==> config.mk <==
export PLATFORM = sky130hd
export DESIGN_NAME = drum_step_sequencer
export DESIGN_NICKNAME = d
export VERILOG_FILES = /design/src/rtl/drum_step_sequencer.sv
export SDC_FILE = /design/constraint.sdc
export NUM_CORES = 1
export LEC_CHECK = 0
export BUFFER_PORTS_ARGS = -buffer_cell sky130_fd_sc_hd__buf_4
export CORE_MARGIN = 2
export CORE_UTILIZATION = 54
export CTS_BUF_LIST = sky130_fd_sc_hd__clkbuf_4 sky130_fd_sc_hd__clkbuf_8
export DETAILED_ROUTE_END_ITERATION = 10
export GPL_TIMING_DRIVEN = 0
export PLACE_DENSITY = 0.82
export SLEW_MARGIN = 20
export SYNTH_ARGS = -nofsm -noshare
export SYNTH_HDL_FRONTEND = slang
export SYNTH_SLANG_ARGS = --single-unit
==> constraint.sdc <==
create_clock -name clk -period 3.1 [get_ports clk]
set_input_delay 0 -clock clk [delete_from_list [all_inputs] [get_ports clk]]
set_output_delay 0 -clock clk [all_outputs]
set_load 0.05 [all_outputs]
==> src/rtl/drum_step_sequencer.sv <==
// Drum step sequencer: free-running audio-rate sample strobe plus a 16-step
// pattern player that issues one-cycle retrigger pulses to the sample
// address counters of every voice sharing this pattern lane.
//
// Output strobe semantics: there is no handshake. `en` is a one-cycle
// strobe every SAMPLE_DIV cycles, and `go` is a one-cycle pulse that is
// only ever high together with `en`. Downstream counters must sample both
// on the same clock edge and must not assume any back-pressure.
module drum_step_sequencer #(
    parameter int          SAMPLE_DIV   = 1042,
    parameter logic [15:0] STEP_SAMPLES = 16'd6000,
    parameter logic [15:0] PATTERN_INIT = 16'h8888
) (
    input  logic        clk,
    input  logic        reset,
    input  logic        run,
    input  logic        pattern_we,
    input  logic [15:0] pattern_in,
    input  logic        len_we,
    input  logic [15:0] len_in,
    output logic        en,
    output logic        go,
    output logic [3:0]  step,
    output logic        playing
);

    localparam int                DIV_W    = (SAMPLE_DIV > 2) ? $clog2(SAMPLE_DIV) : 1;
    localparam logic [DIV_W-1:0]  DIV_LAST = DIV_W'(SAMPLE_DIV - 1);

    localparam logic [0:0] ST_IDLE = 1'b0;
    localparam logic [0:0] ST_PLAY = 1'b1;

    logic [DIV_W-1:0] div;
    logic [15:0]      scnt;
    logic [15:0]      step_len;
    logic [15:0]      pattern;
    logic [0:0]       state;

    // Sample-rate divider; runs in every state so voice tails keep playing.
    always_ff @(posedge clk) begin
        if (reset) begin
            div <= '0;
            en  <= 1'b0;
        end else begin
            en <= (div == DIV_LAST);
            if (div == DIV_LAST) begin
                div <= '0;
            end else begin
                div <= div + 1'b1;
            end
        end
    end

    // Pattern and step-length registers; a zero length is clamped to one.
    always_ff @(posedge clk) begin
        if (reset) begin
            pattern  <= PATTERN_INIT;
            step_len <= STEP_SAMPLES;
        end else begin
            if (pattern_we) begin
                pattern <= pattern_in;
            end
            if (len_we) begin
                step_len <= (len_in == 16'd0) ? 16'd1 : len_in;
            end
        end
    end

    // Play/idle state machine with step and in-step sample counting.
    // The >= compare lets a shortened step end on the next strobe instead
    // of running scnt all the way around 16 bits.
    always_ff @(posedge clk) begin
        if (reset) begin
            state <= ST_IDLE;
            step  <= 4'd0;
            scnt  <= 16'd0;
        end else begin
            case (state)
                ST_IDLE: begin
                    step <= 4'd0;
                    scnt <= 16'd0;
                    if (run) begin
                        state <= ST_PLAY;
                    end
                end
                default: begin
                    if (!run) begin
                        state <= ST_IDLE;
                        step  <= 4'd0;
                        scnt  <= 16'd0;
                    end else if (en) begin
                        if (scnt >= (step_len - 16'd1)) begin
                            scnt <= 16'd0;
                            step <= step + 4'd1;
                        end else begin
                            scnt <= scnt + 16'd1;
                        end
                    end
                end
            endcase
        end
    end

    // Retrigger decision: first sample of an active step, only on a strobe,
    // suppressed when run drops or reset is asserted in the same cycle.
    always_comb begin
        go = 1'b0;
        if (!reset && (state == ST_PLAY) && run && en && (scnt == 16'd0)) begin
            go = pattern[step];
        end
    end

    assign playing = (state == ST_PLAY);

endmodule

After elaboration in Yosys (flattened, before gate mapping)
Cells that the tools add are included.

operators by class
  div/mod/pow operators = 0
  muxes and demuxes = 6
  $add $sub $neg = 4
  equality and inequality tests = 1
  multiply operators = 0
  order comparisons = 2
  reduce and logical (&&, ||, !) cells = 10
  shift operators = 0
  bitwise operators = 2

operator list
  kind                   count
  $logic_not 16->1       2
  $mux 16                2
  $add 16x1->16 const B  1
  $ge 16x16->1           1
  $sub 16x1->16 const B  1
  $add 11x1->11 const B  1
  $eq 11x11->1 const B   1
  $lt 4x5->1 const B     1
  $add 4x1->4 const B    1
  $bmux 1 s4             1
  $logic_and 1x1->1      4
  $mux 1                 3
  $reduce_or 3->1        1
  $not 1->1              2
  $reduce_and 2->1       1
  $reduce_or 2->1        1
  $logic_not 1->1        1

word-level totals
  latch bits = 0
  memories = 0
  bits in registers = 65
  bits in read-only memories = 0
  logic and storage cells = 32
  input bits = 37
  RAM bits = 0
  output and inout bits = 7

Depth between registers and ports, before layout
Gate-level depths: netlist of run 1.

  word-level depth = 6
  depth in mapped cells = 15
  mapped depth without buffers = 13

Worst setup path after synthesis of run 1
No wires, ideal clock.

  path type = reg-to-reg
  from = register step_len[7]
  to = register scnt[5]
  data arrival time = 3.281 ns
  path slack = -0.296 ns
  period minus slack after synthesis = 3.396 ns
  cell stages (with the launch flop) = 16
  setup time = 0.115 ns
  path through = dfxtp_1 or3_1 or4_1 nor2_1 nand2_1 nor2_1 xnor2_1 ha_1 nand4_1 nor3_2 or4b_4 a31oi_4 or2_1 buf_6 buf_8 nor2_1

on the way
  cells in the longest elaborated chain, start to end = 3

ends and longest elaborated chain
  element                   RTL line  RTL
  start: declaration        35        logic [15:0] step_len;
  start signal: assignment  64        step_len <= (len_in == 16'd0) ? 16'd1 : len_in;
  $sub 16x1->16             92        if (scnt >= (step_len - 16'd1)) begin
  $ge 16x16->1              92
  $mux 16                   92
  end signal: assignment    96        scnt <= scnt + 16'd1;
  end: declaration          34        logic [15:0] scnt;

Every way passes these cells.
A chain may end at the register's enable or synchronous reset.

Worst setup path after layout of run 1
  from = register step_len[7]
  to = register scnt[1]

Same word-level chain as after synthesis.

==> results of run 1 <==
-- flip-flops by register name, indices dropped and copies added, names as in the netlist --
register	cells
en	1
scnt	16
pattern	16
div	11
step_len	16
playing	1
step	4
-- report_power, final --
part	internal [W]	switching (W)
Sequential	0.000865	0.0000299
Combinational	0.000127	0.000101
Clock	0.000394	0.000362
Total	0.00139	0.000493
-- cells in the final DEF (no fill, tap or decap), types with 2 or more instances in the layout --
master / netlist / final
nor2_1: 60 / 52
dfxtp_1: 65 / 63
nor4_1: 6 / 6
a211o_1: 11 / 11
mux4_2: 5 / 5
nor3_1: 8 / 7
clkinv_4: 0 / 2
xnor2_1: 15 / 15
o21ai_0: 4 / 4
nand2_1: 19 / 18
nand2b_1: 3 / 3
xor2_1: 24 / 24
and3_1: 5 / 5
ha_1: 22 / 22
clkbuf_1: 9 / 9
dlygate4sd3_1: 0 / 33
mux2i_1: 21 / 21
buf_6: 1 / 3
nand3_1: 16 / 15
nor2b_1: 11 / 11
inv_1: 7 / 7
or4_1: 3 / 2
a31oi_4: 1 / 2
clkbuf_8: 1 / 11
a21oi_1: 9 / 8
nor2_2: 1 / 8
clkinvlp_4: 0 / 2
nor4b_1: 2 / 2
nand4_1: 5 / 5
buf_4: 0 / 51
-- final cells by class --
type,count,area share (%)
Buffer,13,1.735
Clock buffer,10,3.079
Clock inverter,6,1.511
Inverter,7,0.5877
Multi-Input combinational cell,270,44.75
Sequential cell,65,29.22
Tap cell,75,2.099
Timing Repair Buffer,87,17.02
-- stage by stage --
stage               setup TNS (ns)  area (µm²)  power (W)
floorplan                   -2.163        3341   0.001014
CTS                         -7.816        4378   0.001848
finish                      -7.291        4471   0.001879
detailed placement          -8.787        3750   0.001085
global placement            -6.750        3750   0.001076
global route                -10.49        4471   0.001924
-- worst max-delay path, cell delays in order (launching register included) --
cell	delay, ns
dfxtp_4	0.35
or3_4	0.38
or4_4	0.45
nor2_4	0.14
nand2_1	0.08
xor2_1	0.15
ha_1	0.31
nand4_1	0.17
nor3_4	0.20
or4b_4	0.51
buf_4	0.15
buf_6	0.11
and3_2	0.22
nand3_2	0.08
a21oi_1	0.07
-- cells by family after synthesis --
| family | count (synthesis) | synth area share, % |
|---|---|---|
| buf+inv | 20 | 3.114 |
| simple gates | 152 | 22.78 |
| flops | 65 | 39.02 |
| mux | 26 | 9.681 |
| xor+xnor | 39 | 10.24 |
| fa+ha+maj | 22 | 8.255 |
| compound gates | 31 | 6.905 |
-- what timing repair did --
item                       in CTS  in global routing
gates resized for setup         7                 14
buffers inserted                8                  3
hold buffers                   33                  0
setup endpoints to repair      20                 20
hold endpoints to repair       32                  0
cloned                          0                  1
pin swaps                       8                  3
-- routing by layer --
layer	up-vias	wire [µm]	global-route usage (%)
met5	-	0	0
met4	0	361	15.41
met3	34	340	4.348
met2	94	4619	47.74
met1	1443	3675	31.93
li1	1445	-	-
-- final timing paths --
kind | cells past startpoint | to
min reg2reg | 1 | div[0]
min | 3 | step_len[8]
max | 14 | scnt[1]
max reg2reg | 14 | scnt[1]
==> metrics.txt, run 1 <==
CP arrival=3.74 ns; largest net degree at the start of global routing=13; first-pass GRT wire length=13870 µm; Total GRT Usage=27.42%; CORE AREA=5956 µm²; Syn Inst Count=355; hold_sp=len_we; GPL Wtd Cong=0.8236; ys async rst share=0%; Leak=1.810 nW; initial core utilization=55.99%; drc violations=0; Final Hold Fails=0; Critical Path End Type=flop; number of fill cells=386; vias in the first global route=2948; area grow syn2layout=34.07%; failing checks=negative setup slack; Crit. Startpoint=step_len[7]; post-synthesis sequential area ratio=39.02%; Max transition margin=57.41%; Rows=28; clock buffer count from CTS=9; Die Wd=82.58 µm; net count reported at finish=512; Main synth FF type=dfxtp_1; Yosys top cell by area=dfxtp_1; min cycle time layout=3.509 ns; slack of the worst reg-to-reg path=-0.41 ns; clock latency on the worst-skew pair=0.36 ns; status=complete, but fails checks; number of flops mapped to enable cells by yosys=0; pre-CTS setup slack=-0.5398 ns; crit-path max FO=2; Antenna Cells=0; #FFs+latches synth=65; Area contributors post-synth=dfxtp_1 (39%), ha_1 (8.3%), nor2_1 (6.8%); ANT nets after route=0; Mapped Area=3334 µm²; critical path class=reg -> reg; drt total wl=8996 µm; Worst Path Required=3.33 ns; clk sinks=65; I/O Pins=44; dpl hpwl=5485 µm; Fin Hold WS=0.02266 ns; critical path launch point type=flop; initial antenna violation count=0; DR WL/cell=16.88 µm; final core utilization=75.06%; RSZ-0062 raised after global routing=yes; layout cells sized above 1=22.71%; post-DR vias/cell=5.659; Hold Crit Class=in -> reg; FF/Latch Area=1306 µm²; fin cells=533; Synthesis Warnings=0; clk_skew=0.008645 ns; Clock Tree Root=clkbuf_8; fin crit share=113.2%; Synthesized Nets=414; most common cell in the synthesized netlist=dfxtp_1; Max IR drop VDD=0.3358 mV; DP Cell Count=472; drt first pass iters=5; area used by multi-input combinational logic=2001 µm²; Port Buf Inserts=42; Clock Path Buffers=2; Max-cap violations=0; FF-to-FF Start=step_len[7]; CTS tree=built; max frequency=0.2850 GHz; die area=6819 µm²; post-route setup slack=-0.4088 ns; GR Overflow Total=0; via count=3016; max-slew violation count=0; top cell type's share of synthesized area=39.02%; Pwr per Cell Area=420.3 nW/µm²; number of library cell types mapped by synthesis=46; Clock Pin Slew Worst Setup and Hold Paths=0.08 ns; die height=82.58 µm; Worst Tran Pin Value=0.6388 ns; Setup violations, final=20; Syn Area/Cell=9.393 µm²; initial drt markers=183; # H-tree levels=3; most instantiated cells after synthesis=dfxtp_1 (65), nor2_1 (60), xor2_1 (24)
Note: power is estimated with default switching activity, not from simulation.
==> run 2, diff against run 1 <==
--- a/config.mk
+++ b/config.mk
@@ -6,12 +6,14 @@
 export NUM_CORES = 1
 export LEC_CHECK = 0
 export BUFFER_PORTS_ARGS = -buffer_cell sky130_fd_sc_hd__buf_4
+export CELL_PAD_IN_SITES_DETAIL_PLACEMENT = 0
+export CELL_PAD_IN_SITES_GLOBAL_PLACEMENT = 1
 export CORE_MARGIN = 2
-export CORE_UTILIZATION = 54
+export CORE_UTILIZATION = 41
 export CTS_BUF_LIST = sky130_fd_sc_hd__clkbuf_4 sky130_fd_sc_hd__clkbuf_8
 export DETAILED_ROUTE_END_ITERATION = 10
 export GPL_TIMING_DRIVEN = 0
-export PLACE_DENSITY = 0.82
+export PLACE_DENSITY = 0.81
 export SLEW_MARGIN = 20
 export SYNTH_ARGS = -nofsm -noshare
 export SYNTH_HDL_FRONTEND = slang
==> run 2 against run 1 <==
Net effect:
- the run still ends with negative setup slack left
- fmax is 2.3% higher
- cell area rose by 0.39%
- clock power down 4.6%
- hold slack worse by 0.0074 ns
- flip-flop and latch count stayed put
- setup slack improved by 0.077 ns
- first-iteration DRC count shrank 56%
- count of clock-buffer cells in the layout down 1
- register-to-register slack better by 0.08 ns
- cell count rose by 5.8%
- critical endpoint is now scnt[13]
- largest cell class unchanged
- highest routed layer unchanged
==> metrics.txt, run 2 (synthesis results as in run 1) <==
Setup violations, final=20 (unchanged); post-DR vias/cell=5.018 (-11%); die height=94.18 µm (+14%); Hold Crit Class=in -> reg; drt first pass iters=6 (+1); Int Pwr=0.001364 W (-1.6%); slack of the worst reg-to-reg path=-0.33 ns (+0.08 ns); I/O Pins=44 (unchanged); terminus of the critical flop-to-flop path=scnt[13]; clock latency on the worst-skew pair=0.36 ns (about the same); Rows=32 (+14%); Pwr per Cell Area=408.6 nW/µm² (-2.8%); Fin Hold WS=0.01527 ns (-0.007393 ns); crit-path max FO=10 (+8); Clock Path Buffers=2 (unchanged); Final Hold Fails=0 (unchanged); Die Wd=94.18 µm (+14%); biggest regs=pattern x16, scnt x16, step_len x16; fin crit share=110.7% (-2.5 points); min cycle time layout=3.431 ns (-0.07737 ns); critical path launch point type=flop; Net Switching=0.0004696 W (-4.8%); Reg2Reg Depth=15 (+1); leading cell types in the layout, fill and taps excluded=dfxtp_1 (64), nor2_1 (58), buf_4 (54); initial drt markers=81 (-56%); Max-cap violations=0 (unchanged); GR Overflow Total=0 (unchanged); FF-to-FF Start=step_len[7]; Worst Tran Pin Value=0.6100 ns (-0.02874 ns); first-pass GRT wire length=13350 µm (-3.7%); largest net degree at the start of global routing=13 (unchanged); clk sinks=65 (unchanged); # H-tree levels=3 (unchanged); number of fill cells=677 (+75%); post-route setup slack=-0.3315 ns (+0.07737 ns); Crit. Startpoint=step_len[7]; DR WL/cell=14.21 µm (-16%); Clock power frac=39.3% (-0.9 points); Total GRT Usage=19.57% (-7.8 points); area grow syn2layout=34.60%; RSZ-0062 raised after global routing=yes; CTS tree=built; CORE AREA=7807 µm² (+31%); vias in the first global route=2868 (-2.7%); via count=2830 (-6.2%); fin cells=564 (+5.8%); Critical Path Sink=scnt[13]; most common cell after layout, fill and taps aside=dfxtp_1; Max transition margin=59.33% (+1.9 points); layout cells sized above 1=21.00% (-1.7 points); sw frac=25.61% (-0.64 points); clock buffer count from CTS=9 (unchanged); Clock Tree Root=clkbuf_8; area used by multi-input combinational logic=1982 µm² (-0.94%); dpl hpwl=5525 µm (+0.73%); Antenna Cells=0 (unchanged); Worst Path Required=3.35 ns (+0.02 ns); CP arrival=3.68 ns (-0.06 ns); Max IR drop VDD=0.2523 mV (-25%); critical path class=reg -> reg; Clock Pin Slew Worst Setup and Hold Paths=0.07 ns (about the same); post-route setup TNS=-6.157 ns (+1.134 ns); failing checks=negative setup slack; final core utilization=57.48% (-18 points); initial antenna violation count=0 (unchanged); initial core utilization=42.71% (-13 points); drt total wl=8012 µm (-11%); DP Cell Count=499 (+5.7%); Combinational Power Share=12.0% (about the same); max-slew violation count=0 (unchanged); FF/Latch Area=1305 µm² (about the same); max frequency=0.2914 GHz (+2.3%); Critical Path End Type=flop; net count reported at finish=516 (+0.78%); sequential share of power=48.7% (+1.1 points); total power=0.001834 W (-2.4%); ANT nets after route=0 (unchanged); clk_skew=0.009143 ns (+0.0004980 ns); GPL Wtd Cong=0.7975 (-3.2%); status=complete, but fails checks; Port Buf Inserts=42 (unchanged); die area=8870 µm² (+30%); Leak=1.802 nW (-0.42%); drc violations=0 (unchanged)
run 2: changes by cell type in the layout (fill, tap and decap cells not counted), sizes merged:
cell,before,now
buf,56,57
clkbuf,21,19
clkinv,3,4
clkinvlp,2,1
dlygate4sd3,33,37
inv,7,8
run 2: cell type report:
class                      count  area share, %
buffer                        13          1.728
clock buffer                   9          2.760
clock inverter                 7          1.561
inverter                       7         0.5854
multi-input combinational    270          44.16
sequential                    65          29.08
tap                          102          2.844
timing repair buffer          91          17.28
run 2: worst min path at each step:
stage,from,to,slack [ns],cells after the start
6_report,len_we,step_len[6],0.02,3
5_1_grt,len_we,step_len[6],0.03,3
4_1_cts,len_we,step_len[6],0.002,3
3_3_place_gp,pattern_in[15],pattern[15],0.21,2
2_1_floorplan,pattern_in[15],pattern[15],0.12,1
3_5_place_dp,pattern_in[15],pattern[15],0.21,2
run 2: power groups by stage:
stage / sequential, W / combinational, W / clock, W
6_report: 0.000893 / 0.000220 / 0.000721
3_3_place_gp: 0.000910 / 0.000171 / 0
4_1_cts: 0.000891 / 0.000218 / 0.000739
3_5_place_dp: 0.000911 / 0.000175 / 0
5_1_grt: 0.000896 / 0.000245 / 0.000774
2_1_floorplan: 0.000905 / 0.000109 / 0
run 2: per-stage QoR:
step,area (µm²),worst slack (ns)
finish,4488,-0.3315
global route,4488,-0.4902
CTS,4437,-0.4526
detailed placement,3784,-0.5436
floorplan,3341,-0.1802
global placement,3784,-0.4898
run 2: timing repair:
action,4_1_cts,5_1_grt
pin swaps,9,8
hold buffers,37,0
endpoints found under the setup margin,20,20
setup buffers,8,4
resized for setup,5,5
hold endpoints to repair,33,0
run 2: metal layers:
metal	GRT usage, %	part of all wire, %
met4	7.850	2.2
met2	34.05	50
met3	5.457	3.4
met1	22.58	44
met5	0	0
run 2: critical path, cell delays in order, from the launching register on:
cell	delay, ns
dfxtp_4	0.35
or3_4	0.39
or4_4	0.44
nor2_4	0.11
buf_4	0.11
nand2_1	0.05
xor2_1	0.15
ha_1	0.30
nand4_1	0.13
nor3_2	0.20
or4b_4	0.52
a31oi_4	0.15
or2_1	0.13
buf_6	0.11
buf_8	0.12
nor2_1	0.05
==> run 3, diff against run 2 <==
--- a/config.mk
+++ b/config.mk
@@ -14,6 +14,7 @@
 export DETAILED_ROUTE_END_ITERATION = 10
 export GPL_TIMING_DRIVEN = 0
 export PLACE_DENSITY = 0.81
+export RECOVER_POWER = 25
 export SLEW_MARGIN = 20
 export SYNTH_ARGS = -nofsm -noshare
 export SYNTH_HDL_FRONTEND = slang
==> run 3 against run 2 <==
Net effect:
- the run still ends with negative setup slack left
- non-clock buffer count unchanged
- routed wire length barely moved
- register-to-register slack is essentially flat
- total power shrank 0.10%
- combinational power hardly changed
- critical path type unchanged
==> metrics.txt, run 3 (synthesis results as in run 1) <==
initial antenna violation count=0 (unchanged); post-DR vias/cell=5.030 (+0.25%); failing checks=negative setup slack; Hold Crit Class=in -> reg; Int Pwr=0.001364 W (about the same); leading cell types in the layout, fill and taps excluded=dfxtp_1 (64), nor2_1 (58), buf_4 (53); FF/Latch Area=1305 µm² (unchanged); die area=8870 µm² (unchanged); largest net degree at the start of global routing=13 (unchanged); hold_sp=len_we; min cycle time layout=3.435 ns (+0.003375 ns); Reg2Reg Depth=14 (-1); net count reported at finish=516 (unchanged); Worst Path Required=3.34 ns (about the same); fin cells=564 (unchanged); Clock power frac=39.3% (about the same); Top delay family on crit path=simple AND/OR/NAND/NOR gates; slack of the worst reg-to-reg path=-0.33 ns (about the same); crit-path cells=or3_4 -> or4_4 -> nor2_4 -> buf_4 -> nand2_1 -> xor2_1 -> ha_1 -> nand4_1 -> nor3_2 -> or4b_4 -> buf_4 -> a31oi_4 -> xnor2_2 -> nor2_1; worst path bufs/invs=2 (-1); number of fill cells=677 (unchanged); Port Buf Inserts=42 (unchanged); Die Wd=94.18 µm (unchanged); DP Cell Count=499 (unchanged); post-route setup TNS=-6.140 ns (+0.01710 ns); FF-to-FF Start=step_len[7]; I/O Pins=44 (unchanged); Max transition margin=59.34% (about the same); area used by multi-input combinational logic=1982 µm² (unchanged); DR WL/cell=14.21 µm (about the same); Hold Path Depth=3 (unchanged); clk sinks=65 (unchanged); Clock Pin Slew Worst Setup and Hold Paths=0.08 ns (about the same); GR Overflow Total=0 (unchanged); initial drt markers=84 (+3.7%); Setup violations, final=20 (unchanged); CP max stage cell=or4b_4; Min-Delay Endpoint=step_len[6]; max-slew violation count=0 (unchanged); GPL Wtd Cong=0.7975 (unchanged); RSZ-0062 raised after global routing=yes; initial core utilization=42.71% (unchanged); ANT nets after route=0 (unchanged); via count=2837 (+0.25%); area grow syn2layout=34.60% (unchanged); Clock Tree Root=clkbuf_8; clock latency on the worst-skew pair=0.36 ns (about the same); critical path class=reg -> reg; Final Hold Fails=0 (unchanged); biggest regs=pattern x16, scnt x16, step_len x16; Crit path largest cell delay=0.52 ns (about the same); # H-tree levels=3 (unchanged); dpl hpwl=5525 µm (unchanged); terminus of the critical flop-to-flop path=step[2]; Critical Path End Type=flop; Clock Path Buffers=2 (unchanged); die height=94.18 µm (unchanged); Max IR drop VDD=0.2522 mV (about the same); Pwr per Cell Area=408.2 nW/µm² (-0.10%); drt first pass iters=5 (-1); sequential share of power=48.7% (about the same); max frequency=0.2911 GHz (about the same); Worst Tran Pin Value=0.6099 ns (-0.0001748 ns); CORE AREA=7807 µm² (unchanged); CP arrival=3.68 ns (about the same); critical path depth in cells=14 (-1); status=complete, but fails checks; most common cell after layout, fill and taps aside=dfxtp_1; layout cells sized above 1=21.00% (unchanged); clk_skew=0.007386 ns (-0.001758 ns); CP dominant cell by count=buf_4; fin crit share=110.8% (about the same); critical path launch point type=flop; Net Switching=0.0004678 W (-0.39%); clock buffer count from CTS=9 (unchanged); vias in the first global route=2868 (unchanged); sw frac=25.54% (-0.072 points); post-route setup slack=-0.3349 ns (-0.003375 ns); first-pass GRT wire length=13350 µm (unchanged); drt total wl=8015 µm (about the same); Leak=1.802 nW (about the same); crit-path max FO=2 (-8); CTS tree=built; drc violations=0 (unchanged); Total GRT Usage=19.57% (unchanged); Combinational Power Share=12.0% (about the same); Rows=32 (unchanged); Antenna Cells=0 (unchanged); Max-cap violations=0 (unchanged)
## run 3: cell count changes in the layout (fill, tap and decap cells not counted), sizes merged
cell	change
clkbuf	+2
buf	-2
## run 3: how the worst max path moves through the flow
| stage | start | endpoint | slack (ns) |
|---|---|---|---|
| 2_1_floorplan | step_len[7] | scnt[5] | -0.18 |
| 3_3_place_gp | step_len[7] | scnt[8] | -0.49 |
| 3_5_place_dp | step_len[7] | scnt[13] | -0.54 |
| 4_1_cts | step_len[7] | scnt[13] | -0.45 |
| 5_1_grt | step_len[7] | scnt[7] | -0.49 |
| 6_report | step_len[7] | step[2] | -0.33 |
## run 3: worst register-to-register path, cell delays in order (launching register included)
cell,delay (ns)
dfxtp_4,0.35
or3_4,0.39
or4_4,0.44
nor2_4,0.11
buf_4,0.11
nand2_1,0.05
xor2_1,0.15
ha_1,0.30
nand4_1,0.13
nor3_2,0.20
or4b_4,0.52
buf_4,0.17
a31oi_4,0.18
xnor2_2,0.14
nor2_1,0.07
## run 3: final cells by class
class | count | share of cell area (%)
clock inverters | 7 | 1.561
well taps | 102 | 2.844
clock buffers | 9 | 2.760
repair buffers | 91 | 17.28
plain buffers | 13 | 1.728
flip-flops and latches | 65 | 29.08
inverters | 7 | 0.5854
multi-input cells | 270 | 44.16
## run 3: what timing repair did
| action | 4_1_cts | 5_1_grt |
|---|---|---|
| hold buffers | 37 | 0 |
| cloned | 0 | 0 |
| buffers inserted | 8 | 4 |
| endpoints found under the setup margin | 20 | 20 |
| endpoints found under the hold margin | 33 | 0 |
| pin swaps | 9 | 8 |
| resized for setup | 5 | 5 |
## run 3: metal layers
| metal | track usage [%] | vias up | part of all wire, % |
|---|---|---|---|
| met5 | 0 | - | 0 |
| met1 | 22.58 | 1332 | 44 |
| li1 | - | 1451 | - |
| met3 | 5.457 | 17 | 3.4 |
| met4 | 7.850 | 0 | 2.2 |
| met2 | 34.05 | 37 | 51 |
## run 3: power groups by stage
stage / registers (W) / logic, W / clock network (W)
floorplan: 0.000905 / 0.000109 / 0
global placement: 0.000910 / 0.000171 / 0
detailed placement: 0.000911 / 0.000175 / 0
CTS: 0.000891 / 0.000218 / 0.000739
global route: 0.000896 / 0.000244 / 0.000774
finish: 0.000893 / 0.000220 / 0.000719
## run 3: through the flow
step	worst slack (ns)	hold WS [ns]	power (W)	area [µm²]	util [%]
global placement	-0.4898	0.2070	0.001081	3784	48.46
finish	-0.3349	0.01470	0.001832	4488	57.48
global route	-0.4902	0.02814	0.001915	4488	57.48
floorplan	-0.1802	0.1179	0.001014	3341	-
detailed placement	-0.5436	0.2085	0.001085	3784	48.46
CTS	-0.4526	0.001510	0.001848	4437	56.83
